--- config.mk ---
export PLATFORM = sky130hd
export DESIGN_NAME = clock_display
export DESIGN_NICKNAME = d
export VERILOG_FILES = /design/src/rtl/clock_display.sv
export SDC_FILE = /design/constraint.sdc
export NUM_CORES = 1
export LEC_CHECK = 0
export CORE_MARGIN = 3
export CORE_UTILIZATION = 40
export CTS_BUF_LIST = sky130_fd_sc_hd__clkbuf_16
export CTS_CLUSTER_SIZE = 10
export DETAILED_ROUTE_END_ITERATION = 10
export GPL_TIMING_DRIVEN = 1
export SLEW_MARGIN = 0
export SYNTH_ARGS = -nofsm -noshare
export SYNTH_HDL_FRONTEND = slang
export SYNTH_SLANG_ARGS = --single-unit
--- constraint.sdc ---
create_clock -name clock -period 4.1 [get_ports clock]
set_clock_uncertainty 0.1 [all_clocks]
set_input_delay 0.82 -clock clock [delete_from_list [all_inputs] [get_ports clock]]
set_output_delay 0.82 -clock clock [all_outputs]
set_load 0.03 [all_outputs]
--- src/rtl/clock_display.sv ---
// clock_display: six-digit multiplexed common-anode HH MM SS scanner; define CLOCK_DISPLAY_LZB_EN to blank a leading hour zero.
// Latency: an/seg are registered one clock after the scan index; hour/min/sec are snapshotted at every frame start.
// Backpressure: none; the scan free-runs and blank only gates the registered anodes/segments.
module clock_display #(
  parameter int SCAN_DIV = 1000
) (
  input  logic       clock,
  input  logic       reset,
  input  logic [4:0] hour,
  input  logic [5:0] min,
  input  logic [5:0] sec,
  input  logic       blank,
  output logic [5:0] an,
  output logic [6:0] seg
);
  localparam logic [15:0] DIV_LAST = 16'(SCAN_DIV - 1);

  logic [15:0] divcnt;
  logic [2:0]  d;
  logic        started;
  logic [4:0]  hour_s;
  logic [5:0]  min_s;
  logic [5:0]  sec_s;
  logic        div_wrap;
  logic        frame_start;
  logic [3:0]  digit;

  function automatic logic [6:0] decode(input logic [3:0] v);
    case (v)
      4'd0:    return 7'b1000000;
      4'd1:    return 7'b1111001;
      4'd2:    return 7'b0100100;
      4'd3:    return 7'b0110000;
      4'd4:    return 7'b0011001;
      4'd5:    return 7'b0010010;
      4'd6:    return 7'b0000010;
      4'd7:    return 7'b1111000;
      4'd8:    return 7'b0000000;
      4'd9:    return 7'b0010000;
      default: return 7'b1111111;
    endcase
  endfunction

  function automatic logic [3:0] tens(input logic [5:0] v);
    return 4'(v / 6'd10);
  endfunction

  function automatic logic [3:0] units(input logic [5:0] v);
    return 4'(v % 6'd10);
  endfunction

  assign div_wrap    = (divcnt == DIV_LAST);
  assign frame_start = !started || (div_wrap && d == 3'd5);

  // Digit selection reads only the snapshot, so a frame is always self-consistent.
  always_comb begin
    digit = 4'd0;
    case (d)
      3'd0:    digit = tens({1'b0, hour_s});
      3'd1:    digit = units({1'b0, hour_s});
      3'd2:    digit = tens(min_s);
      3'd3:    digit = units(min_s);
      3'd4:    digit = tens(sec_s);
      3'd5:    digit = units(sec_s);
      default: digit = 4'd0;
    endcase
`ifdef CLOCK_DISPLAY_LZB_EN
    if (d == 3'd0 && hour_s < 5'd10) digit = 4'd15;
`endif
  end

  always_ff @(posedge clock) begin
    if (reset) begin
      divcnt  <= '0;
      d       <= '0;
      started <= 1'b0;
      hour_s  <= '0;
      min_s   <= '0;
      sec_s   <= '0;
      an      <= 6'b111111;
      seg     <= 7'b1111111;
    end else begin
      if (frame_start) begin
        hour_s <= hour;
        min_s  <= min;
        sec_s  <= sec;
      end
      // The first cycle out of reset only loads the snapshot; scanning starts on the next.
      if (!started) begin
        started <= 1'b1;
      end else begin
        if (div_wrap) begin
          divcnt <= '0;
          d      <= (d == 3'd5) ? 3'd0 : d + 3'd1;
        end else begin
          divcnt <= divcnt + 16'd1;
        end
        an  <= blank ? 6'b111111 : ~(6'd1 << d);
        seg <= blank ? 7'b1111111 : decode(digit);
      end
    end
  end
endmodule

==> qor_table.md <==
| Quantity | Reported |
|:---|:---|
| Final worst hold slack | 0.383 ns |
| Share of final-layout standard cells stronger than drive strength 1 | 0.0876 |
| Slowest cell on the critical path | dfxtp_2 |
| Cell-by-cell listing of the critical path | and2_1, ha_1, nand2_1, nand4_1, nand2_1, ha_1, nand2_1, o22ai_1, nor3_1, a221o_1, nor3_4, inv_1, ha_1, o41ai_1, a31oi_1 |
| Static Leakage | 1.36 nW |
| Height of the die | 91.5 microns |
| Cell type with the highest aggregate area in the netlist | dfxtp_1 |
| Largest net degree at the start of global routing | 28 |
| Count of nets left with antenna violations after detail routing | 0 |
| Clock root cell | clkbuf_16 |
| Global-route wire length before repair | 11.5 mm |
| Total detailed-routing wirelength | 6.84 mm |
| Final hold violation count | 0 |
| CORE AREA | 6940 sq um |
| Number of placed instances with taps included | 476 |
| Total power | 1.13 mW |
| Final RePlAce weighted congestion | 0.920 |
| # Max-Cap Violations | 0 |
| Synth Instances | 356 |
| Data arrival at the endpoint of the critical path | 3.80 ns |
| Final Util | 0.507 |
| Share of synthesized area occupied by flip-flops and latches | 0.343 |
| Drt initial violations | 141 |
| Clock buffer count from CTS | 5 |
| Average cell area after synthesis | 8.21 sq um |
| Top Ports | 33 |
| Largest delay share family, worst path | compound AO/OA/AOI/OAI gates |
| Via count of the first global-routing pass | 2335 |
| Number of buffers inserted by hold repair at cts | 0 |
| Areal power density over the cells | 320 nW/um^2 |
| Final std cells w/o fill | 484 |
| Number of buffers between clock root and the deepest sink | 2 |
| Most frequent cell after synthesis | nor2_1 |
| Startpoint types | flop |
| TritonCTS clock tree | yes |
| Initial standard-cell utilization of the core | 0.421 |
| Number of core rows | 30 |
| Via density per instance | 5.33 |
| Commonest cells in the netlist | nor2_1, dfxtp_1, nand2_1 |
| Critical path buffer and inverter count | 1 |
| Post-CTS Setup Repair Bufs | 0 |
| Final Instance Area | 3520 sq um |
| Area of the mapped netlist | 2920 sq um |
| Worst setup slack after layout | 0.356 ns |
| Placed wire-length estimate | 5.05 mm |
| Clock slew at reported path FFs | 0.07 ns |
| Overall track demand over capacity in global routing | 0.166 |
| Total of endpoints with negative setup slack in the final report | 0 |
| P&R area growth vs syn | 20.6% |
| Worst EP required | 4.15 ns |
| Total count of max-transition violations in the final report | 0 |
| Placed Area | 3350 sq um |
| Count of unresolved DRC violations after routing | 0 |
| Achievable Freq | 267 MHz |
| Die width | 91.5 microns |
| Critical Path Fanout Max | 15 |
| Synth unique cells | 64 |
| Worst hold-check path type | reg -> reg |
| Headroom to the max-slew limit | 0.391 |
| IR Drop Worst-Case VDD | 0.000175 V |
| Global route overflow | 0 |
| Post-synth EDFFs | 0 |
| Actual slew at the worst max-slew pin | 0.902 ns |
| Slowest Stage Delay on Critical Path | 0.50 ns |
| First-pass iteration count of the detailed router | 4 |
| Unrepaired setup endpoints after global routing | no |
| Number of H-tree levels | 2 |
| Primary flip-flop cell chosen by synthesis mapping | dfxtp_1 |
| Kind of capture point of the worst setup path | flop |
| Full die area | 8360 sq um |
| Vias | 2578 |
| TritonCTS sink count | 50 |
| Share of synthesized flip-flops with an asynchronous set or reset | 0 |
| Number of diodes | 0 |
| Yosys top cell area share | 0.343 |
| Insertion delay of the later-clocked pin in the worst-skew pair | 0.28 ns |
| Initial antenna violation count | 0 |
| Top cells by area in the synthesized netlist | dfxtp_1, nor2_1, mux2i_1, nand2_1, ha_1 |
| Number of nets at the end of the flow | 415 |
| Fillers | 668 |
| Status | finished clean |
| Count of state elements after synthesis | 50 |
| Wire length per cell | 14.1 microns |
| Shortest period the worst path allows | 3.74 ns |
| Synthesis warning total | 0 |
| I/O Buffers | 32 |
| Final clock period utilization by the worst path | 0.913 |
| Synthesized net count | 384 |
| Pre-CTS setup slack | 0.225 ns |
| Post-route setup TNS | 0 ns |
| Critical path class | reg -> reg |
[registers in the layout (all words and copies together), names as in the netlist]
register	flops
min_s	6
d	3
an	6
divcnt	16
sec_s	6
started	1
seg	7
hour_s	5
[metal layers]
| layer | track usage | part of all wire | wire (microns) | vias up |
|---|---|---|---|---|
| met5 | 0 | 0 | 0 | - |
| li1 | - | - | - | 1337 |
| met4 | 0.0427 | 0.0075 | 51 | 0 |
| met3 | 0.0365 | 0.046 | 311 | 6 |
| met2 | 0.258 | 0.44 | 3000 | 57 |
| met1 | 0.232 | 0.51 | 3480 | 1178 |
[worst register-to-register path: cells and delay by family, from the launching register on]
family / cells / cell delay, ns
AND/OR/NAND/NOR: 7 / 0.96
adder cells (fa/ha/maj): 3 / 0.90
flip-flops: 1 / 0.50
AO/OA/AOI/OAI: 4 / 1.07
buffers and inverters: 1 / 0.08
[layout by cell type, fill, tap and decap left out, drive strengths merged, types with 9 or more instances in the layout]
| cell type | instances |
|---|---|
| nor2 | 59 |
| nand2 | 33 |
| nand3 | 13 |
| mux2i | 20 |
| a21oi | 14 |
| o21ai | 11 |
| clkdlybuf4s50 | 32 |
| nor3 | 18 |
| xor2 | 10 |
| dfxtp | 50 |
| inv | 9 |
[cell type report]
class / count / area, sq um / share of cell area
clock inverter: 3 / 43.8 / 0.0124
sequential: 50 / 1000 / 0.285
inverter: 10 / 37.5 / 0.0107
multi-input combinational: 281 / 1820 / 0.517
timing repair buffer: 39 / 373 / 0.106
tap: 96 / 120 / 0.0341
clock buffer: 5 / 125 / 0.0355
[logic make-up (layout without fill, tap and decap cells)]
kind of cell,count (synthesis),after routing,share of synthesized area
simple gates,161,161,0.266
xor+xnor,18,18,0.0565
compound gates,71,71,0.185
fa+ha+maj,9,9,0.0377
mux,22,22,0.0788
flops,50,50,0.343
buf+inv,25,57,0.0343
[path summary, 6_finish.rpt]
check,startpoint,to,slack (ns),cells after the start
worst max-delay path,d[1],seg[6],0.36,15
worst min-delay path,seg[1],seg[1],0.38,1
worst max register to register,d[1],seg[6],0.36,15
worst min register to register,seg[1],seg[1],0.38,1
[report_power, final]
group          leakage (nW)  total (mW)  switching [mW]  internal, mW
Clock                0.0842       0.474           0.185         0.289
Sequential            0.410       0.520          0.0171         0.503
Combinational         0.869       0.132          0.0681        0.0642
Total                  1.36        1.13           0.270         0.856
[repair_timing]
action | in CTS | in global routing
endpoints found under the setup margin | 0 | 6
resized for setup | 0 | 2
endpoints found under the hold margin | 0 | 0
(Power assumes the default switching activity.)
==> patch: new RTL, config.mk and constraints unchanged <==
Put one more register stage on the output `seg`, cleared by the reset. The value now appears one clock later. The other outputs are not delayed to match. Comments in the files are not updated.
--- a/src/rtl/clock_display.sv
+++ b/src/rtl/clock_display.sv
@@ -14,6 +14,8 @@
   output logic [6:0] seg
 );
   localparam logic [15:0] DIV_LAST = 16'(SCAN_DIV - 1);
+
+  logic [6:0] seg_s0;
 
   logic [15:0] divcnt;
   logic [2:0]  d;
@@ -78,7 +80,7 @@
       min_s   <= '0;
       sec_s   <= '0;
       an      <= 6'b111111;
-      seg     <= 7'b1111111;
+      seg_s0  <= 7'b1111111;
     end else begin
       if (frame_start) begin
         hour_s <= hour;
@@ -96,9 +98,17 @@
           divcnt <= divcnt + 16'd1;
         end
         an  <= blank ? 6'b111111 : ~(6'd1 << d);
-        seg <= blank ? 7'b1111111 : decode(digit);
+        seg_s0 <= blank ? 7'b1111111 : decode(digit);
       end
     end
   end
+  always_ff @(posedge clock) begin
+    if (reset) begin
+      seg <= '0;
+    end else begin
+      seg <= seg_s0;
+    end
+  end
+
 endmodule
 
Check against the original RTL: not equivalent (a bounded check fails within 4 cycles, from zero or initial values and one cycle with reset high).
==> patch against the unedited design <==
Non-clock buffer count stayed put; setup slack better by 21 ps; cell area is 12% higher; first-iteration DRC count is 100% higher; sequential cell count is 7 higher; synthesized cell count is 6.5% higher; total power is 40% higher; clock power is 77% higher; wire length is 5.4% higher; area after synthesis is 9.6% higher; largest cell class unchanged.
==> patch: results (changes against the unedited design) <==
async_reset_ff_frac: 0  # unchanged
r2r_end: "seg_s0[6]"  # was seg[6]
die_area_um2: 9120  # was 8360 um2
clk_latency_ps: 320  # was 280 ps
timing.hold.ws_ps: 361  # was 383 ps
seq_area_um2: 1140  # was 1000 um2
multi_input_area_share: 0.490  # was 0.517
tightest_slew_ps: 971  # was 902 ps
hold_start: "seg_s0[3]"  # was seg[1]
slowest_stage: "dfxtp_1"  # was dfxtp_2
clock_net_power_w: 0.000841  # was 0.000474 W
synth_compound_area_frac: 0.193  # was 0.185
synth.area.mux_share: 0.0703  # was 0.0788
comb.multi_input.count: 295  # was 281
drive_gt1_frac: 0.0865  # was 0.0876
synth_fa_ha_area_frac: 0.0344  # was 0.0377
drt-initial-drc-count: 286  # was 141
post-place-ws_ps: 422  # was 225 ps
clockNetworkAreaShare: 0.0850  # was 0.0479
dpl_cell_area_um2: 3610  # was 3350 um2
vdd_drop_max_v: 0.000201  # was 0.000175 V
synthTopCellsByCount: "nor2_1, dfxtp_1, nand2_1"  # unchanged
nonClkBufAreaFrac: 0.0945  # was 0.106
worstRegToRegCells: 13  # was 15
ys_top_cells_by_area: "dfxtp_1, nor2_1, mux2i_1"  # unchanged
p_seq_frac: 0.375  # was 0.462
wl_um: 7210  # was 6840 um
sh_seq_area: 0.289  # was 0.285
num-clock-buffers: 9  # was 5
placed_cells: 502  # was 476
critPathMaxFanout: 10  # was 15
leakage_nw: 1.53  # was 1.36 nW
grt_pass1_vias: 2504  # was 2335
stdcell_count: 518  # was 484
yosys.cell_types.count: 68  # was 64
reg_top3: "divcnt: 16 flops, seg: 7 flops, seg_s0: 7 flops"  # was divcnt: 16 flops, seg: 7 flops
synthesis.nets: 407  # was 384
holdPathEnd: "seg[3]"  # was seg[1]
cpPeakStageDelay_ps: 520  # was 500 ps
rr_startpoint: "d[1]"  # unchanged
grt_pass1_wl_um: 12300  # was 11500 um
vias: 2802  # was 2578
clock_sinks: 57  # was 50
reg2reg_setup_slack_ps: 380  # was 360 ps
cp.arrival_ps: 3810  # was 3800 ps
cellPowerDensity_nw_per_um2: 401  # was 320 nW/um2
fin_nets: 439  # was 415
synth_xor_area_frac: 0.0605  # was 0.0565
track_usage: 0.173  # was 0.166
syn_avg_cell_area_um2: 8.45  # was 8.21 um2
status: "complete, no violations"  # unchanged
fill_cells: 759  # was 668
patch: changes by cell type after synthesis, moves of 3 or more:
cell / delta
nand2b_1: +3
and2_1: +6
or3_1: -3
dfxtp_1: +7
nand3_1: -3
nor2_1: +8
nand2_1: -3
a21oi_1: -3
nor2b_1: +6
nor3_1: -10
o22a_1: -3
a211oi_1: +4
o21ai_1: +7
o22ai_1: -3
patch: worst max path at each step:
stage                     end  from  cells past startpoint  slack, ps
floorplan           seg_s0[4]  d[0]                     17        340
global placement    seg_s0[5]  d[0]                     16        480
detailed placement  seg_s0[5]  d[1]                     15        420
CTS                 seg_s0[5]  d[1]                     15        420
global route        seg_s0[5]  d[1]                     15         40
finish              seg_s0[6]  d[1]                     13        380
patch: metal layers:
layer	track usage	up-vias	part of all wire
li1	-	1428	-
met1	0.231	1311	0.48
met2	0.273	55	0.47
met3	0.0474	8	0.042
met4	0.0498	0	0.012
met5	0	-	0
